<file path="src/rtl/mem_arbiter_if.sv">
// Request/response bundle for one memory port: val/rdy request channel plus val/rdy response.
// A requester uses the master modport; whoever serves the requests uses the slave modport.
interface mem_arbiter_if;
  logic        req_val;
  logic        req_rdy;
  logic        req_type;
  logic [31:0] req_addr;
  logic [31:0] req_wdata;
  logic        resp_val;
  logic        resp_rdy;
  logic [31:0] resp_data;

  modport master (
    output req_val, req_type, req_addr, req_wdata, resp_rdy,
    input  req_rdy, resp_val, resp_data
  );

  modport slave (
    input  req_val, req_type, req_addr, req_wdata, resp_rdy,
    output req_rdy, resp_val, resp_data
  );
endinterface

</file>
<file path="src/rtl/mem_arbiter.sv">
// Round-robin arbiter sharing one single-ported memory between an instruction port (port0)
// and a data port (port1), with one transaction outstanding and a buffered response.
module mem_arbiter (
  input  logic          clk,
  input  logic          rst,
  mem_arbiter_if.slave  port0,
  mem_arbiter_if.slave  port1,
  mem_arbiter_if.master mem
);

  typedef enum logic [1:0] {StIdle, StWait, StResp} state_e;

  state_e      state_q, state_d;
  logic        owner_q, owner_d;
  logic        last_q, last_d;
  logic [31:0] resp_data_q, resp_data_d;

  logic grant_val;
  logic winner;

  // With both ports valid the one not granted last time wins.
  assign grant_val = port0.req_val | port1.req_val;
  assign winner    = (port0.req_val & port1.req_val) ? ~last_q : port1.req_val;

  always_ff @(posedge clk or negedge rst) begin
    if (!rst) begin
      state_q     <= StIdle;
      owner_q     <= 1'b0;
      last_q      <= 1'b1;
      resp_data_q <= '0;
    end else begin
      state_q     <= state_d;
      owner_q     <= owner_d;
      last_q      <= last_d;
      resp_data_q <= resp_data_d;
    end
  end

  always_comb begin
    state_d         = state_q;
    owner_d         = owner_q;
    last_d          = last_q;
    resp_data_d     = resp_data_q;
    port0.req_rdy   = 1'b0;
    port1.req_rdy   = 1'b0;
    port0.resp_val  = 1'b0;
    port0.resp_data = '0;
    port1.resp_val  = 1'b0;
    port1.resp_data = '0;
    mem.req_val     = 1'b0;
    mem.req_type    = 1'b0;
    mem.req_addr    = '0;
    mem.req_wdata   = '0;
    mem.resp_rdy    = 1'b1;

    case (state_q)
      StIdle: begin
        mem.req_val = grant_val;
        if (grant_val) begin
          if (winner) begin
            mem.req_type  = port1.req_type;
            mem.req_addr  = port1.req_addr;
            mem.req_wdata = port1.req_wdata;
          end else begin
            mem.req_type  = port0.req_type;
            mem.req_addr  = port0.req_addr;
            mem.req_wdata = port0.req_wdata;
          end
        end
        port0.req_rdy = grant_val & ~winner & mem.req_rdy;
        port1.req_rdy = grant_val & winner & mem.req_rdy;
        if (grant_val && mem.req_rdy) begin
          owner_d = winner;
          last_d  = winner;
          state_d = StWait;
        end
      end
      StWait: begin
        if (mem.resp_val) begin
          resp_data_d = mem.resp_data;
          state_d     = StResp;
        end
      end
      StResp: begin
        if (owner_q) begin
          port1.resp_val  = 1'b1;
          port1.resp_data = resp_data_q;
          if (port1.resp_rdy) state_d = StIdle;
        end else begin
          port0.resp_val  = 1'b1;
          port0.resp_data = resp_data_q;
          if (port0.resp_rdy) state_d = StIdle;
        end
      end
      default: state_d = StIdle;
    endcase
  end

endmodule

</file>
<file path="src/flat_wrapper.sv">
// flat-port wrapper written by rule: the top's interface ports become plain ports
module mem_arbiter_flat 
  (clk, rst, port0_req_val, port0_req_type, port0_req_addr, port0_req_wdata, port0_resp_rdy, port0_req_rdy, port0_resp_val, port0_resp_data, port1_req_val, port1_req_type, port1_req_addr, port1_req_wdata, port1_resp_rdy, port1_req_rdy, port1_resp_val, port1_resp_data, mem_req_val, mem_req_type, mem_req_addr, mem_req_wdata, mem_resp_rdy, mem_req_rdy, mem_resp_val, mem_resp_data);
  mem_arbiter_if port0_i ();
  mem_arbiter_if port1_i ();
  mem_arbiter_if mem_i ();
  input  logic clk;
  input  logic rst;
  input wire logic [$bits(port0_i.req_val)-1:0] port0_req_val;
  input wire logic [$bits(port0_i.req_type)-1:0] port0_req_type;
  input wire logic [$bits(port0_i.req_addr)-1:0] port0_req_addr;
  input wire logic [$bits(port0_i.req_wdata)-1:0] port0_req_wdata;
  input wire logic [$bits(port0_i.resp_rdy)-1:0] port0_resp_rdy;
  output wire logic [$bits(port0_i.req_rdy)-1:0] port0_req_rdy;
  output wire logic [$bits(port0_i.resp_val)-1:0] port0_resp_val;
  output wire logic [$bits(port0_i.resp_data)-1:0] port0_resp_data;
  input wire logic [$bits(port1_i.req_val)-1:0] port1_req_val;
  input wire logic [$bits(port1_i.req_type)-1:0] port1_req_type;
  input wire logic [$bits(port1_i.req_addr)-1:0] port1_req_addr;
  input wire logic [$bits(port1_i.req_wdata)-1:0] port1_req_wdata;
  input wire logic [$bits(port1_i.resp_rdy)-1:0] port1_resp_rdy;
  output wire logic [$bits(port1_i.req_rdy)-1:0] port1_req_rdy;
  output wire logic [$bits(port1_i.resp_val)-1:0] port1_resp_val;
  output wire logic [$bits(port1_i.resp_data)-1:0] port1_resp_data;
  output wire logic [$bits(mem_i.req_val)-1:0] mem_req_val;
  output wire logic [$bits(mem_i.req_type)-1:0] mem_req_type;
  output wire logic [$bits(mem_i.req_addr)-1:0] mem_req_addr;
  output wire logic [$bits(mem_i.req_wdata)-1:0] mem_req_wdata;
  output wire logic [$bits(mem_i.resp_rdy)-1:0] mem_resp_rdy;
  input wire logic [$bits(mem_i.req_rdy)-1:0] mem_req_rdy;
  input wire logic [$bits(mem_i.resp_val)-1:0] mem_resp_val;
  input wire logic [$bits(mem_i.resp_data)-1:0] mem_resp_data;
  assign port0_i.req_val = port0_req_val;
  assign port0_i.req_type = port0_req_type;
  assign port0_i.req_addr = port0_req_addr;
  assign port0_i.req_wdata = port0_req_wdata;
  assign port0_i.resp_rdy = port0_resp_rdy;
  assign port0_req_rdy = port0_i.req_rdy;
  assign port0_resp_val = port0_i.resp_val;
  assign port0_resp_data = port0_i.resp_data;
  assign port1_i.req_val = port1_req_val;
  assign port1_i.req_type = port1_req_type;
  assign port1_i.req_addr = port1_req_addr;
  assign port1_i.req_wdata = port1_req_wdata;
  assign port1_i.resp_rdy = port1_resp_rdy;
  assign port1_req_rdy = port1_i.req_rdy;
  assign port1_resp_val = port1_i.resp_val;
  assign port1_resp_data = port1_i.resp_data;
  assign mem_req_val = mem_i.req_val;
  assign mem_req_type = mem_i.req_type;
  assign mem_req_addr = mem_i.req_addr;
  assign mem_req_wdata = mem_i.req_wdata;
  assign mem_resp_rdy = mem_i.resp_rdy;
  assign mem_i.req_rdy = mem_req_rdy;
  assign mem_i.resp_val = mem_resp_val;
  assign mem_i.resp_data = mem_resp_data;
  mem_arbiter u_core (.clk(clk), .rst(rst), .port0(port0_i), .port1(port1_i), .mem(mem_i));
endmodule
</file>
<file path="config.mk">
export PLATFORM = sky130hd
export DESIGN_NAME = mem_arbiter_flat
export DESIGN_NICKNAME = d
export VERILOG_FILES = /design/src/rtl/mem_arbiter_if.sv /design/src/rtl/mem_arbiter.sv /design/src/flat_wrapper.sv
export SDC_FILE = /design/constraint.sdc
export NUM_CORES = 1
export LEC_CHECK = 0
export ABC_AREA = 1
export CORE_AREA = 5 5 115 117
export CTS_CLUSTER_SIZE = 30
export DETAILED_ROUTE_END_ITERATION = 10
export DIE_AREA = 0 0 120 122
export GPL_ROUTABILITY_DRIVEN = 0
export PLACE_DENSITY = 0.78
export SYNTH_ARGS = -nofsm -noshare
export SYNTH_HDL_FRONTEND = slang
export SYNTH_SLANG_ARGS = --single-unit
</file>
<file path="constraint.sdc">
create_clock -name clk -period 2.22 [get_ports clk]
set_input_delay 0.666 -clock clk [delete_from_list [all_inputs] [get_ports clk]]
set_output_delay 0.666 -clock clk [all_outputs]
set_load 0.01 [all_outputs]
</file>
==> flow_summary_export.csv, run 1 <==
group,metric,value,unit
clock_network,cts_hold_buf,0,
grt,antenna_found_initial,0,
routing,drt_iter0_drc,232,
setup_path,required,1.55,ns
floorplan,core,0.0123,sq mm
setup_path,start_kind,"flop",
clock_network,clockBufferDepth,2,
setup_path,rr_startpoint,"u_core.state_q[0]",
grt,grt_max_degree,66,
setup_path,crit_end,"mem_req_wdata[0]",
timing,setup_viol,131,
synthesis,synth_top_family_by_area,"simple AND/OR/NAND/NOR gates",
synthesis,synth_fp_nets,633,
routing,routed_wirelength,17500,um
routing,vias,4493,
floorplan,dieHeight,122,um
synthesis,synth_seq_cells,36,
synthesis,yosysWarnings,0,
setup_path,r2r_cells,9,
routing,vias_per_cell,4.56,
layout,final_nets,1005,
timing,tns,-16.13,ns
synthesis,netlist_area,0.00286,sq mm
synthesis,synth_area_leader_cell,"dfrtp_1",
job,maxCapViolations,0,
clock_network,h-tree-depth,2,
synthesis,synth.area.top_cells,"dfrtp_1 31%, nor2_1 29%, o21ai_0 6.3%, a21oi_1 5.8%, buf_6 5.1%",
power,pwr-share-clk,10.6,%
routing,drtAntennaViolNets,0,
floorplan,start_util,23.3,%
setup_path,r2r_slack,0.75,ns
timing,slew_violations,0,
layout,final_cell_mix,"166 x clkdlybuf4s50_1, 136 x nor2_1, 98 x buf_2",
synthesis,synthDistinctLibCells,23,
floorplan,rows,41,
synthesis,syn_inst,463,
floorplan,io_pins,305,
worst_hold_path,hold_class,"in -> async",
run_status,run_status,"finished with violations",
setup_path,crit_start,"u_core.last_q",
power,sw_frac_of_total,43.0,%
clock_network,cts_sinks,36,
grt,grt_first_pass_wirelength,24500,um
power,seqPwrFrac,13.4,%
setup_path,worstPathMaxFanout,7,
layout,final_common_cell,"clkdlybuf4s50_1",
layout,num_antenna_cells,0,
floorplan,design.die.area,0.0146,sq mm
synthesis,synth_top_area_share,30.6,%
synthesis,synth_xor_area_share,0,%
synthesis,synthSimpleGateAreaFrac,34.2,%
routing,wl_per_cell,17.8,um
timing,max_freq,397,MHz
timing,min_period,2.52,ns
place,portBuffers,303,
power,power_frac_comb,76.0,%
setup_path,reg2reg_to,"u_core.owner_q",
synthesis,synth_compound_area_share,19.0,%
power,p_int,0.00453,W
layout,drive_gt1_share,48.7,%
clock_network,clk_pin_slew_worst_paths,0.06,ns
timing,rsz0062_at_grt,"yes",
floorplan,die-width,120,um
timing,min_period_over_period,113,%
power,powerDensity,1030,mW/mm^2
routing,drc,0,
synthesis,synthAdderAreaFrac,0,%
layout,synthToLayoutAreaGrowth,170,%
clock_network,cts_tree,"built",
power,p_leak,3.66,nW
power,ir_drop,0.477,mV
setup_path,setup.worst_path.class,"reg -> out",
timing,worst_slack,-0.298,ns
grt,grt_pass1_vias,4501,
setup_path,arrival,1.85,ns
run_status,violations,"negative setup slack",
routing,firstDrtPassIters,4,
grt,track_usage,21.2,%
synthesis,yosysSeqAreaShare,31.6,%
clock_network,numCtsBuffers,5,
layout,fin_util,62.9,%
grt,grt-ovfl-total,0,
setup_path,worst_setup_path_end_kind,"primary output",
place,hpwl,10500,um
clock_network,insertion_delay,0.27,ns
timing,finalHoldViolCount,0,
place,pre_cts_ws,-1.01,ns
timing,fin_worst_skew,0.00351,ns
synthesis,syn_area_per_cell,6.17,sq um
clock_network,cts-root-buf,"clkbuf_16",
power,power_switching,0.00342,W
synthesis,synth_mux_area_share,0,%
[through the flow]
stage / hold WS (ns) / power [W] / area, sq um / std cells
after floorplan: 0.370 / 0.00308 / 2860 / 463
after global placement: 0.492 / 0.00521 / 6060 / 901
after detailed placement: 0.506 / 0.00526 / 6060 / 901
after CTS: 0.440 / 0.00712 / 7010 / 975
after global routing: 0.471 / 0.00845 / 7710 / 986
final: 0.426 / 0.00796 / 7710 / 986
[final cells by class]
class,count,area (sq um)
fillers,1034,4550
clock inverters,1,30.0
clock buffers,7,153
repair buffers,395,3960
repair inverters,5,62.6
inverters,44,213
flip-flops and latches,36,902
multi-input cells,348,2210
well taps,150,188
[worst min-delay path by stage]
| stage | cells after the start | to | slack [ns] |
|---|---|---|---|
| 6_report | 2 | u_core.resp_data_q[25] | 0.43 |
| 5_1_grt | 2 | u_core.resp_data_q[25] | 0.47 |
| 4_1_cts | 2 | u_core.resp_data_q[25] | 0.44 |
| 3_5_place_dp | 2 | u_core.last_q | 0.51 |
| 3_3_place_gp | 2 | u_core.last_q | 0.49 |
| 2_1_floorplan | 0 | u_core.owner_q | 0.37 |
[power by group through the flow]
stage | Combinational, W | Sequential [W] | Clock, W
floorplan | 0.00203 | 0.00105 | 0
global placement | 0.00415 | 0.00106 | 0
detailed placement | 0.00419 | 0.00107 | 0
CTS | 0.00519 | 0.00107 | 0.000861
global route | 0.00645 | 0.00111 | 0.000891
finish | 0.00604 | 0.00107 | 0.000844
[critical path: stages, from the launching register on]
cell and delay [ns]:
dfstp_2 0.57, a21oi_4 0.09, buf_6 0.13, buf_8 0.12
buf_12 0.13, buf_16 0.14, buf_6 0.11, o21ai_2 0.10
nor2_1 0.04, buf_2 0.14
[cells in the mapped netlist]
| cell | number |
|---|---|
| buf_6 | 13 |
| nand4_1 | 1 |
| dfstp_2 | 1 |
| o21ai_1 | 22 |
| conb_1 | 1 |
| nor2_1 | 219 |
| nand2_2 | 1 |
| buf_4 | 3 |
| inv_2 | 6 |
| a21oi_1 | 33 |
| dfrtp_1 | 35 |
| buf_2 | 12 |
| buf_8 | 1 |
| nand3_1 | 2 |
| o21ai_2 | 9 |
| inv_1 | 38 |
| o21ai_0 | 36 |
| nor2_2 | 11 |
| clkbuf_1 | 6 |
| a21oi_2 | 1 |
| nand2_1 | 9 |
| nand3b_1 | 1 |
| nor2_4 | 2 |
[sequential cells by signal (all words and copies together), names as in the netlist]
register,flops
u_core.last_q,1
u_core.owner_q,1
u_core.resp_data_q,32
u_core.state_q,2
[metal layers]
layer	wire (um)	global-route usage (%)	vias up
met5	0	0	-
met4	438	6.73	0
met3	983	4.69	36
met2	9360	38.3	178
met1	6730	24.9	2099
li1	-	-	2180
[cell families after synthesis]
group | Yosys count
buffers and inverters | 79
other | 1
and+or+nand+nor | 246
DFF | 36
AOI/OAI and AO/OA | 101
[timing repair]
action                                  CTS  global route
endpoints found under the hold margin     0             0
endpoints found under the setup margin  134           134
gates cloned                             20             4
pin swaps                                16            32
buffers inserted                         47            18
resized for setup                       688           214
(Power assumes the default switching activity.)
==> run 2: changes to the inputs <==
CORE_AREA = 5 5 114 116   (was 5 5 115 117)
DIE_AREA = 0 0 119 121   (was 0 0 120 122)
PLACE_DENSITY = 0.82   (was 0.78)
clock period = 2.3 ns   (was 2.22 ns; I/O delays follow)
==> flow_summary_export.csv, run 2 (synthesis gave the netlist of run 1 again) <==
group,metric,value,unit
run_status,run_status,"finished with violations",
run_status,violations,"negative setup slack",
place,portBuffers,303,
layout,stdcell_count,954,
power,ir_drop,0.680,mV
grt,grt_max_degree,66,
power,sw_frac_of_total,44.3,%
floorplan,die-width,119,um
clock_network,cts-root-buf,"clkbuf_16",
floorplan,rows,40,
layout,final_cell_mix,"166 x clkdlybuf4s50_1, 122 x nor2_1, 109 x buf_2",
layout,top_register,"u_core.resp_data_q",
power,p_int,0.00382,W
layout,synthToLayoutAreaGrowth,151,%
grt,track_usage,19.7,%
timing,setup_viol,75,
grt,grt_first_pass_wirelength,23100,um
timing,fin_worst_skew,0.00687,ns
clock_network,clockBufferDepth,2,
place,numPlacedInstances,911,
clock_network,insertion_delay,0.27,ns
setup_path,setup.worst_path.class,"in -> out",
power,p_leak,3.41,nW
setup_path,required,1.61,ns
setup_path,worstPathMaxFanout,5,
routing,wl_per_cell,16.9,um
timing,max_freq,417,MHz
power,power_frac_comb,74.0,%
clock_network,clk_pin_slew_worst_paths,0.06,ns
clock_network,numCtsBuffers,5,
floorplan,io_pins,305,
floorplan,start_util,24.2,%
grt,grt_pass1_vias,4414,
clock_network,cts_sinks,36,
floorplan,core,0.0118,sq mm
power,pwr-share-clk,11.0,%
layout,fin_util,60.8,%
layout,drive_gt1_share,45.1,%
routing,firstDrtPassIters,4,
timing,min_period,2.40,ns
layout,final_common_cell,"clkdlybuf4s50_1",
timing,min_period_over_period,104,%
layout,reg_top3,"u_core.resp_data_q (32), u_core.state_q (2)",
job,maxCapViolations,0,
grt,grt-ovfl-total,0,
worst_hold_path,hold_class,"in -> async",
routing,drtAntennaViolNets,0,
routing,routed_wirelength,16100,um
clock_network,cts_hold_buf,0,
timing,tns,-2.47,ns
clock_network,cts_tree,"built",
power,powerDensity,956,mW/mm^2
routing,vias_per_cell,4.58,
place,hpwl,10900,um
timing,slew_violations,0,
floorplan,design.die.area,0.0144,sq mm
timing,finalHoldViolCount,0,
setup_path,worst_setup_path_end_kind,"primary output",
setup_path,start_kind,"input pin",
timing,worst_hold_slack,0.359,ns
layout,largest_reg_flops,32,
routing,vias,4367,
power,seqPwrFrac,15.0,%
power,design_power_total,0.00686,W
power,power_switching,0.00304,W
floorplan,dieHeight,121,um
clock_network,h-tree-depth,2,
timing,rsz0062_at_grt,"yes",
setup_path,r2r_slack,0.93,ns
grt,antenna_found_initial,0,
setup_path,arrival,1.71,ns
layout,final_nets,976,
routing,drc,0,
timing,worst_slack,-0.101,ns
layout,num_antenna_cells,0,
routing,drt_iter0_drc,203,
[run 2: path summary, 6_finish.rpt]
check | start | endpoint | depth (start not counted)
max in group asynchronous | rst | u_core.last_q | 2
max | port0_req_val | mem_req_wdata[9] | 8
min in group clk | u_core.last_q | u_core.last_q | 2
max reg2reg | u_core.state_q[1] | u_core.owner_q | 8
min | rst | u_core.resp_data_q[25] | 1
min reg2reg | u_core.last_q | u_core.last_q | 2
[run 2: layout make-up]
type / instances / area, sq um
Timing Repair inverter: 5 / 81.3
Sequential cell: 36 / 902
Inverter: 44 / 224
Timing Repair Buffer: 366 / 3460
Multi-Input combinational cell: 348 / 2160
Clock inverter: 3 / 42.5
Fill cell: 1013 / 4640
Tap cell: 147 / 184
Clock buffer: 5 / 125
[run 2: repair_timing]
item,CTS,global route
pin swaps,16,25
resized for setup,638,194
gates cloned,12,6
buffers inserted,17,4
setup endpoints to repair,134,133
[run 2: worst max-delay path, stage by stage]
cell and delay [ns]:
buf_8 0.10, a21oi_4 0.19, buf_12 0.15, buf_8 0.11, buf_6 0.11, o21ai_2 0.05
nor2_1 0.14, buf_2 0.17
[run 2: metrics by stage]
step | area (sq um) | setup slack, ns
finish | 7180 | -0.101
global route | 7180 | -0.159
CTS | 6710 | -0.0729
detailed placement | 6160 | -0.936
global placement | 6160 | -0.919
floorplan | 2860 | 0.146
[run 2: metal layers]
layer  vias up  share of wire, %  GRT usage (%)
met2       183                53           36.3
met5         -                 0              0
li1       2118                 -              -
met3        26               6.5           5.41
met1      2040                38           21.9
met4         0               2.3           5.79
[run 2: power groups by stage]
stage	clock network [W]	logic, W	registers [W]
2_1_floorplan	0	0.00196	0.00101
3_3_place_gp	0	0.00405	0.00102
3_5_place_dp	0	0.00410	0.00103
4_1_cts	0.000781	0.00446	0.00102
5_1_grt	0.000810	0.00549	0.00106
6_report	0.000754	0.00508	0.00103
==> run 3: changes to the inputs <==
MAX_ROUTING_LAYER = met4   (was default)
==> flow_summary_export.csv, run 3 (synthesis gave the netlist of run 1 again) <==
group,metric,value,unit
timing,setup_viol,79,
layout,reg_top3,"u_core.resp_data_q (32), u_core.state_q (2)",
floorplan,design.die.area,0.0144,sq mm
run_status,run_status,"finished with violations",
clock_network,cts_hold_buf,0,
place,place_area,0.00616,sq mm
routing,routed_wirelength,16100,um
clock_network,cts_tree,"built",
grt,grt_first_pass_wirelength,23100,um
place,pre_cts_ws,-0.936,ns
routing,vias_per_cell,4.58,
setup_path,setup.worst_path.class,"in -> out",
floorplan,die-width,119,um
layout,num_antenna_cells,0,
worst_hold_path,hold_class,"in -> async",
timing,slew_violations,0,
floorplan,rows,40,
routing,vias,4370,
grt,track_usage,20.2,%
setup_path,arrival,1.70,ns
setup_path,required,1.61,ns
clock_network,h-tree-depth,2,
layout,num-fill-cells,1013,
clock_network,cts_sinks,36,
clock_network,clk_pin_slew_worst_paths,0.06,ns
layout,final_common_cell,"clkdlybuf4s50_1",
timing,finalHoldViolCount,0,
layout,design_area,0.00718,sq mm
timing,min_period_over_period,104,%
clock_network,numCtsBuffers,5,
job,maxCapViolations,0,
power,p_leak,3.41,nW
setup_path,rr_startpoint,"u_core.state_q[1]",
floorplan,dieHeight,121,um
layout,synthToLayoutAreaGrowth,151,%
grt,grt_pass1_vias,4430,
setup_path,start_kind,"input pin",
power,ir_drop,0.684,mV
layout,largest_reg_flops,32,
floorplan,core,0.0118,sq mm
routing,drc,0,
setup_path,r2r_slack,0.93,ns
timing,worst_slack,-0.0920,ns
timing,min_period,2.39,ns
place,numPlacedInstances,911,
timing,worst_hold_slack,0.358,ns
place,hpwl,10900,um
timing,max_freq,418,MHz
routing,wl_per_cell,16.9,um
grt,grt_max_degree,66,
timing,fin_worst_skew,0.00732,ns
floorplan,start_util,24.2,%
run_status,violations,"negative setup slack",
setup_path,r2r_cells,8,
setup_path,reg2reg_to,"u_core.owner_q",
grt,antenna_found_initial,0,
layout,top_register,"u_core.resp_data_q",
setup_path,worstPathMaxFanout,5,
clock_network,clockBufferDepth,2,
layout,drive_gt1_share,45.1,%
power,powerDensity,956,mW/mm^2
place,portBuffers,303,
grt,grt-ovfl-total,0,
layout,final_cell_mix,"166 x clkdlybuf4s50_1, 122 x nor2_1, 109 x buf_2",
clock_network,cts-root-buf,"clkbuf_16",
routing,drt_iter0_drc,210,
routing,firstDrtPassIters,4,
routing,drtAntennaViolNets,0,
floorplan,io_pins,305,
timing,rsz0062_at_grt,"yes",
clock_network,insertion_delay,0.27,ns
layout,stdcell_count,954,
layout,final_nets,976,
setup_path,worst_setup_path_end_kind,"primary output",
[run 3: cell counts in the layout (fill, tap and decap cells not counted)]
Identical to the previous run, type by type.
[run 3: cell type report]
| type | count | area, sq um | share of cell area, % |
|---|---|---|---|
| Timing Repair inverter | 5 | 81.3 | 1.13 |
| Clock buffer | 5 | 125 | 1.74 |
| Timing Repair Buffer | 366 | 3460 | 48.2 |
| Tap cell | 147 | 184 | 2.56 |
| Multi-Input combinational cell | 348 | 2160 | 30.1 |
| Sequential cell | 36 | 902 | 12.6 |
| Inverter | 44 | 224 | 3.12 |
| Clock inverter | 3 | 42.5 | 0.593 |
[run 3: power breakdown]
| part | internal, W | total, W | switching, W |
|---|---|---|---|
| Sequential | 0.000927 | 0.00103 | 0.0000981 |
| Clock | 0.000508 | 0.000756 | 0.000248 |
| Combinational | 0.00239 | 0.00508 | 0.00269 |
[run 3: through the flow]
step | setup TNS [ns] | total power [W] | utilization, %
after CTS | -1.60 | 0.00626 | 56.8
final | -2.40 | 0.00686 | 60.8
after global routing | -9.08 | 0.00735 | 60.8
after detailed placement | -66.77 | 0.00513 | 52.2
after global placement | -63.97 | 0.00507 | 52.2
after floorplan | 0 | 0.00297 | -
[run 3: repair_timing]
action                                  in CTS  in global routing
pin swaps                                   16                 25
gates resized for setup                    638                194
cloned                                      12                  6
endpoints found under the hold margin        0                  0
endpoints found under the setup margin     134                133
setup buffers                               17                  4
[run 3: per-layer routing]
metal	track usage [%]	wire length, um
met5	-	0
met4	5.79	371
met3	4.34	919
met2	36.3	8590
met1	22.6	6230
[run 3: worst max path at each step]
stage	start	slack [ns]	depth (start not counted)	endpoint
4_1_cts	port0_req_val	-0.07	10	mem_req_addr[16]
2_1_floorplan	port1_req_val	0.15	6	mem_req_wdata[21]
5_1_grt	port1_req_val	-0.16	9	mem_req_wdata[9]
3_5_place_dp	port0_req_val	-0.94	9	mem_req_addr[14]
3_3_place_gp	port0_req_val	-0.92	9	mem_req_wdata[8]
6_report	port1_req_val	-0.09	9	mem_req_wdata[9]
[run 3: critical path: stages]
cell     delay, ns
buf_8         0.08
inv_6         0.03
a21oi_4       0.18
buf_12        0.15
buf_8         0.11
buf_6         0.11
o21ai_2       0.05
nor2_1        0.14
buf_2         0.17
